### src/rtl/matrix_pkg.sv
`default_nettype none
// ============================================================================
// Module      : matrix_pkg
// Description : Shared types, geometry constants and frame bit mapping for
//               the 8x8 bicolour LED matrix scroller and scanner.
// Revision    : 1.0 - initial release
// ============================================================================
package matrix_pkg;

    typedef enum logic [1:0] {
        ST_IDLE = 2'd0,
        ST_LOAD = 2'd1,
        ST_RUN  = 2'd2
    } state_t;

    localparam int ROWS     = 8;
    localparam int WIN      = 8;
    localparam int CELL_W   = 2;
    localparam int R_BIT    = 0;
    localparam int G_BIT    = 1;
    localparam int COL_W    = ROWS * CELL_W;
    localparam int FRAME_W  = ROWS * WIN * CELL_W;
    localparam int FRAME_AW = $clog2(FRAME_W);

    // Row 0 is the top row and lives in the most significant 16 bits.
    function automatic logic [FRAME_AW-1:0] cell_bit(input int row, input int col,
                                                     input int color);
        return FRAME_AW'((ROWS - 1 - row) * WIN * CELL_W + col * CELL_W + color);
    endfunction

endpackage
`default_nettype wire

### src/rtl/matrix_colbuf.sv
`default_nettype none
// ============================================================================
// Module      : matrix_colbuf
// Description : COLS x 16 column image store with synchronous clear, one
//               write port and an 8-wide wrapped read window at ofs_i.
// Revision    : 1.0 - initial release
// ============================================================================
module matrix_colbuf
    import matrix_pkg::*;
#(
    parameter int COLS = 32,
    parameter int AW   = $clog2(COLS)
) (
    input  logic                   clk,
    input  logic                   rst,
    input  logic                   clear_i,
    input  logic                   wr_en_i,
    input  logic [AW-1:0]          wr_addr_i,
    input  logic [COL_W-1:0]       wr_data_i,
    input  logic [AW-1:0]          ofs_i,
    output logic [WIN*COL_W-1:0]   window_o
);

    logic [COL_W-1:0] mem_q [COLS];

    // Column store: reset and clear wipe the whole image, otherwise one write per cycle.
    always_ff @(posedge clk) begin
        if (rst || clear_i) begin
            for (int c = 0; c < COLS; c++) begin
                mem_q[c] <= '0;
            end
        end else if (wr_en_i) begin
            mem_q[wr_addr_i] <= wr_data_i;
        end
    end

    // Window column i reads (ofs + i) mod COLS; compare-and-wrap keeps
    // non-power-of-two widths correct since ofs + i < 2*COLS.
    for (genvar gi = 0; gi < WIN; gi++) begin : g_win
        logic [AW:0]   w_sum;
        logic [AW-1:0] w_idx;
        assign w_sum = {1'b0, ofs_i} + (AW+1)'(gi);
        assign w_idx = (w_sum >= (AW+1)'(COLS)) ? AW'(w_sum - (AW+1)'(COLS))
                                                : w_sum[AW-1:0];
        assign window_o[gi*COL_W +: COL_W] = mem_q[w_idx];
    end

endmodule
`default_nettype wire

### src/rtl/matrix_scroller.sv
`default_nettype none
// ============================================================================
// Module      : matrix_scroller
// Description : Loads a column image over a valid/ready port and scrolls an
//               8-column wrapped window across it, presenting a registered
//               128-bit frame to the matrix scanner.
// Revision    : 1.0 - initial release
// ============================================================================
module matrix_scroller
    import matrix_pkg::*;
#(
    parameter int COLS     = 32,
    parameter int STEP_DIV = 250
) (
    input  logic                 clk,
    input  logic                 rst,
    input  logic                 load_i,
    input  logic                 wr_valid_i,
    output logic                 wr_ready_o,
    input  logic [COL_W-1:0]     wr_col_i,
    input  logic                 wr_last_i,
    input  logic                 pause_i,
    input  logic                 dir_i,
    output logic [FRAME_W-1:0]   data_o,
    output logic                 step_o,
    output logic                 busy_o
);

    localparam int              AW       = $clog2(COLS);
    localparam int              DW       = (STEP_DIV > 1) ? $clog2(STEP_DIV) : 1;
    localparam logic [AW-1:0]   LAST_COL = AW'(COLS - 1);
    localparam logic [DW-1:0]   DIV_TC   = DW'(STEP_DIV - 1);

    state_t               state_q, state_d;
    logic [AW-1:0]        wptr_q, wptr_d;
    logic [AW-1:0]        ofs_q, ofs_d;
    logic [DW-1:0]        div_q, div_d;
    logic                 step_q, step_d;
    logic [FRAME_W-1:0]   data_q, data_d;

    logic                 w_wr_ready;
    logic                 w_busy;
    logic                 w_accept;
    logic                 w_last_beat;
    logic                 w_restart;
    logic                 w_tick;
    logic [WIN*COL_W-1:0] w_window;
    logic [FRAME_W-1:0]   w_frame;

    assign w_accept    = wr_valid_i && w_wr_ready;
    assign w_last_beat = w_accept && (wr_last_i || (wptr_q == LAST_COL));
    // load is honoured from IDLE and RUN only; a reload wins over a pending step.
    assign w_restart   = load_i && (state_q != ST_LOAD);
    assign w_tick      = (state_q == ST_RUN) && !load_i && !pause_i && (div_q == DIV_TC);

    // State register.
    always_ff @(posedge clk) begin
        if (rst) begin
            state_q <= ST_IDLE;
        end else begin
            state_q <= state_d;
        end
    end

    // Next-state logic.
    always_comb begin
        state_d = state_q;
        case (state_q)
            ST_IDLE: if (load_i)      state_d = ST_LOAD;
            ST_LOAD: if (w_last_beat) state_d = ST_RUN;
            ST_RUN:  if (load_i)      state_d = ST_LOAD;
            default:                  state_d = ST_IDLE;
        endcase
    end

    // State-decoded outputs; ready never looks at valid.
    always_comb begin
        w_wr_ready = (state_q == ST_LOAD);
        w_busy     = (state_q == ST_LOAD);
    end

    // Write pointer, scroll offset and step divider next-state.
    always_comb begin
        wptr_d = wptr_q;
        ofs_d  = ofs_q;
        div_d  = div_q;
        step_d = w_tick;
        if (w_restart) begin
            wptr_d = '0;
            ofs_d  = '0;
            div_d  = '0;
        end else begin
            if (w_accept) begin
                wptr_d = (wptr_q == LAST_COL) ? '0 : wptr_q + 1'b1;
            end
            if ((state_q == ST_RUN) && !pause_i) begin
                if (w_tick) begin
                    div_d = '0;
                    if (dir_i) begin
                        ofs_d = (ofs_q == '0) ? LAST_COL : ofs_q - 1'b1;
                    end else begin
                        ofs_d = (ofs_q == LAST_COL) ? '0 : ofs_q + 1'b1;
                    end
                end else begin
                    div_d = div_q + 1'b1;
                end
            end
        end
    end

    matrix_colbuf #(
        .COLS (COLS),
        .AW   (AW)
    ) u_colbuf (
        .clk       (clk),
        .rst       (rst),
        .clear_i   (w_restart),
        .wr_en_i   (w_accept),
        .wr_addr_i (wptr_q),
        .wr_data_i (wr_col_i),
        .ofs_i     (ofs_q),
        .window_o  (w_window)
    );

    // Reorder window columns into the scanner's row-major frame layout.
    for (genvar gr = 0; gr < ROWS; gr++) begin : g_row
        for (genvar gc = 0; gc < WIN; gc++) begin : g_cell
            assign w_frame[cell_bit(gr, gc, R_BIT)] = w_window[gc*COL_W + gr*CELL_W + R_BIT];
            assign w_frame[cell_bit(gr, gc, G_BIT)] = w_window[gc*COL_W + gr*CELL_W + G_BIT];
        end
    end

    // Frame is blank outside RUN and blanks immediately on a reload.
    always_comb begin
        data_d = ((state_q == ST_RUN) && !load_i) ? w_frame : '0;
    end

    // Datapath registers.
    always_ff @(posedge clk) begin
        if (rst) begin
            wptr_q <= '0;
            ofs_q  <= '0;
            div_q  <= '0;
            step_q <= 1'b0;
            data_q <= '0;
        end else begin
            wptr_q <= wptr_d;
            ofs_q  <= ofs_d;
            div_q  <= div_d;
            step_q <= step_d;
            data_q <= data_d;
        end
    end

    assign wr_ready_o = w_wr_ready;
    assign busy_o     = w_busy;
    assign step_o     = step_q;
    assign data_o     = data_q;

endmodule
`default_nettype wire

### config.mk
export PLATFORM = sky130hd
export DESIGN_NAME = matrix_scroller
export DESIGN_NICKNAME = d
export VERILOG_FILES = /design/src/rtl/matrix_pkg.sv /design/src/rtl/matrix_colbuf.sv /design/src/rtl/matrix_scroller.sv
export SDC_FILE = /design/constraint.sdc
export NUM_CORES = 2
export LEC_CHECK = 0
export ABC_AREA = 1
export BUFFER_PORTS_ARGS = -buffer_cell sky130_fd_sc_hd__buf_2
export CAP_MARGIN = 20
export CORE_UTILIZATION = 31
export DETAILED_ROUTE_END_ITERATION = 16
export GPL_TIMING_DRIVEN = 0
export PLACE_DENSITY = 0.44
export SETUP_SLACK_MARGIN = 0.4
export SLEW_MARGIN = 10
export SYNTH_ARGS = -nofsm -noshare
export SYNTH_HDL_FRONTEND = slang
export SYNTH_HIERARCHICAL = 1
export SYNTH_SLANG_ARGS = --single-unit
### constraint.sdc
create_clock -name clk -period 5.05 [get_ports clk]
set_input_delay 0.7575 -clock clk [delete_from_list [all_inputs] [get_ports clk]]
set_output_delay 0.7575 -clock clk [all_outputs]
set_load 0.03 [all_outputs]
==> results.md <==
* Dpl hpwl at 309,000 µm
* Layout cells sized above 1 at 11.1%
* Worst-margin pin slew at 1.39 ns
* Buffers on Ports at 153
* Via-to-Cell Ratio at 6.21
* CTS tree: built
* Area after DPL at 50,300 µm²
* Post-synth EDFFs at 512
* CTS max path bufs at 3
* CP max-delay cell: clkbuf_1
* First-pass GRT wire length at 490,000 µm
* Clock skew at 0.0472 ns
* WL/cell at 41.4 µm
* Sink Count at 661
* Hold slack at 0.285 ns
* Max incr delay on CP at 0.79 ns
* Cell count after synthesis at 7,012
* Syn. warnings at 6
* Worst EP arrival at 5.59 ns
* Total GRT Usage at 49.5%
* Clk pin slew, worst setup/hold paths at 0.06 ns
* Layout overhead on the synthesized area at 15.1%
* Initial antenna violation count at 48
* Critical-path maximum fanout at 14
* Slew Viols, Final at 0
* Setup ws final at 0.131 ns
* CP Cell Sequence: buf_2 > inv_2 > buf_4 > buf_6 > ha_1 > nand2_1 > nand2_1 > buf_4 > clkbuf_1 > nand3_1 > nand2_1 > nand2_1 > nand2_1 > nand2_1 > nand2_1 > inv_1 > nor2_4
* Routed Antenna Nets at 0
* Final #Nets at 7,341
* Place WS at -0.995 ns
* Power Density at 273 nW/µm²
* Clk Tree Root Cell: clkbuf_16
* Hold crit path type: in2reg
* Post-Layout Cell Count at 9,318
* Fraction of registers with async set/reset at 0%
* Global placement routability congestion at 1.17
* Largest net degree at the start of global routing at 17
* Post-CTS Repair Setup Buffers at 0
* Power Total at 14.6 mW
* Max Cap Violations at 0
* Area contributors post-synth: edfxtp_1 (33%), nand2_1 (23%), nand3_1 (22%), dfxtp_1 (6.4%), nor2_1 (4.7%)
* CP top delay family: buffers and inverters
* Seq cells post-synth at 661
* Core Area at 148,000 µm²
* P_int at 9.91 mW
* Fin area at 53,500 µm²
* CP Data Required Time at 5.73 ns
* Synthesized area per cell at 6.62 µm²
* Final Hold Vio Count at 0
* Finish-stage setup viols at 0
* Full die area at 151,000 µm²
* Most frequent cells in the layout: nand2_1 (2,793), nand3_1 (2,061), nor2_1 (577), edfxtp_1 (512), buf_2 (350)
* Count of cell types in the netlist at 39
* Yosys top cell by area: edfxtp_1
* Site row count at 141
* Synth Flop Type: edfxtp_1
* Worst R2R Setup Slack at 0.13 ns
* Vias in the first global route at 50,500
* Chip Width at 389 µm
* Skew-Pair Late Insertion Delay at 0.76 ns
* Critical path endpoint category: register
* Die H at 389 µm
* Post-synthesis sequential area ratio at 39.5%
* Net Sw Frac at 32.0%
* Combinational share of power at 12.8%
* Max VDD drop at 346 µV
* RSZ-0062 raised after global routing: yes
* Most used cell along the critical path: nand2_1
* Drt pass-1 iters at 8
* DRC viols at 0
* Mapped Area at 46,400 µm²
* Ratio of final minimum period to clock period at 97.4%
* Overall routed net length at 386,000 µm
* Outcome: finished, final reports clean
* F_max at 203 MHz
* Rel. slew slack at 7.21%
* WP buf/inv at 7
* Number of H-tree levels at 3
* Violation count after the first detailed-route iteration at 10,500
* DP Cell Count at 9,139
* Seq pwr share at 44.2%
* Post-synth top area share at 33.1%
* Sw Pwr at 4.66 mW
* Grt ovf at 0
* Most common cell after layout, fill and taps aside: nand2_1
* Post-Syn Nets at 7,053
* Min Clock Period, post-route at 4.92 ns
* WS Path Type: reg2reg
* Ports at 154
* Leakage at 24.9 nW
* Total number of vias at 57,800
* Initial Util at 31.3%
* Fillers at 16,500
* Cts bufs inserted at 82
* Clk pwr share at 42.9%
* Kind of start point of the critical path: register
-- flip-flops by register name (all words and copies together) (netlist names) --
| name | flops |
|---|---|
| div_q | 8 |
| step_o | 1 |
| state_q | 2 |
| ofs_q | 5 |
| u_colbuf/mem_q | 512 |
| data_o | 128 |
| wptr_q | 5 |
-- area by class of cell --
cell class | count | area [µm²] | share of cell area [%]
clock buffers | 97 | 2160 | 4.04
repair buffers | 204 | 1510 | 2.83
multi-input cells | 5647 | 25100 | 46.9
diodes | 19 | 47.5 | 0.0889
plain buffers | 508 | 2550 | 4.77
well taps | 1930 | 2410 | 4.52
clock inverters | 56 | 603 | 1.13
flip-flops and latches | 661 | 18400 | 34.4
inverters | 196 | 737 | 1.38
-- cells in the mapped netlist, types with 13 or more instances --
library cell,n
nand3_1,2061
buf_1,66
edfxtp_1,512
inv_2,14
nand2_2,18
buf_2,182
nand2_1,2796
ha_1,18
nor2_4,103
inv_1,180
xor2_1,13
clkbuf_1,244
dfxtp_1,149
nor2_1,577
-- metal layers --
| layer | global-route usage (%) | vias to the layer above | part of all wire [%] |
|---|---|---|---|
| met3 | 26.5 | 975 | 16 |
| met1 | 61.8 | 28100 | 38 |
| met2 | 67.1 | 4966 | 39 |
| met4 | 27.3 | 30 | 6.9 |
| met5 | 0 | - | 0.087 |
| li1 | - | 23800 | - |
-- worst paths after layout --
| path | start | cells past startpoint | endpoint |
|---|---|---|---|
| worst max-delay path | ofs_q[1] | 17 | data_o[103] |
| worst min-delay path | load_i | 3 | state_q[0] |
| worst max register to register | ofs_q[1] | 17 | data_o[103] |
| worst min register to register | div_q[7] | 2 | div_q[7] |
-- repair_timing --
item | in CTS | in global routing
resized for setup | 99 | 59
endpoints found under the setup margin | 163 | 68
hold buffers | 0 | 0
endpoints found under the hold margin | 0 | 0
-- cell families after synthesis --
family / share of synthesized area, %
AND/OR/NAND/NOR: 52.6
flip-flops: 39.5
buffers and inverters: 6.62
AO/OA/AOI/OAI: 0.415
XOR/XNOR: 0.334
adder cells (fa/ha/maj): 0.485
-- tightest hold or removal path, stage by stage --
cell and delay, ns:
buf_2 0.11, nand2_1 0.06, a21oi_1 0.05
-- stage by stage --
step	utilization (%)	TNS [ns]
global placement	33.5	-278.16
finish	36.1	0
floorplan	-	0
detailed placement	34.0	-73.97
CTS	36.0	0
global route	36.0	0
-- power by group through the flow --
stage / sequential (mW) / combinational [mW] / clock (mW)
2_1_floorplan: 6.31 / 0.811 / 0
3_3_place_gp: 6.53 / 1.65 / 0
3_5_place_dp: 6.52 / 1.68 / 0
4_1_cts: 6.41 / 1.69 / 6.31
5_1_grt: 6.43 / 1.88 / 6.48
6_report: 6.45 / 1.87 / 6.26
Power figures use the tool's default switching activity.
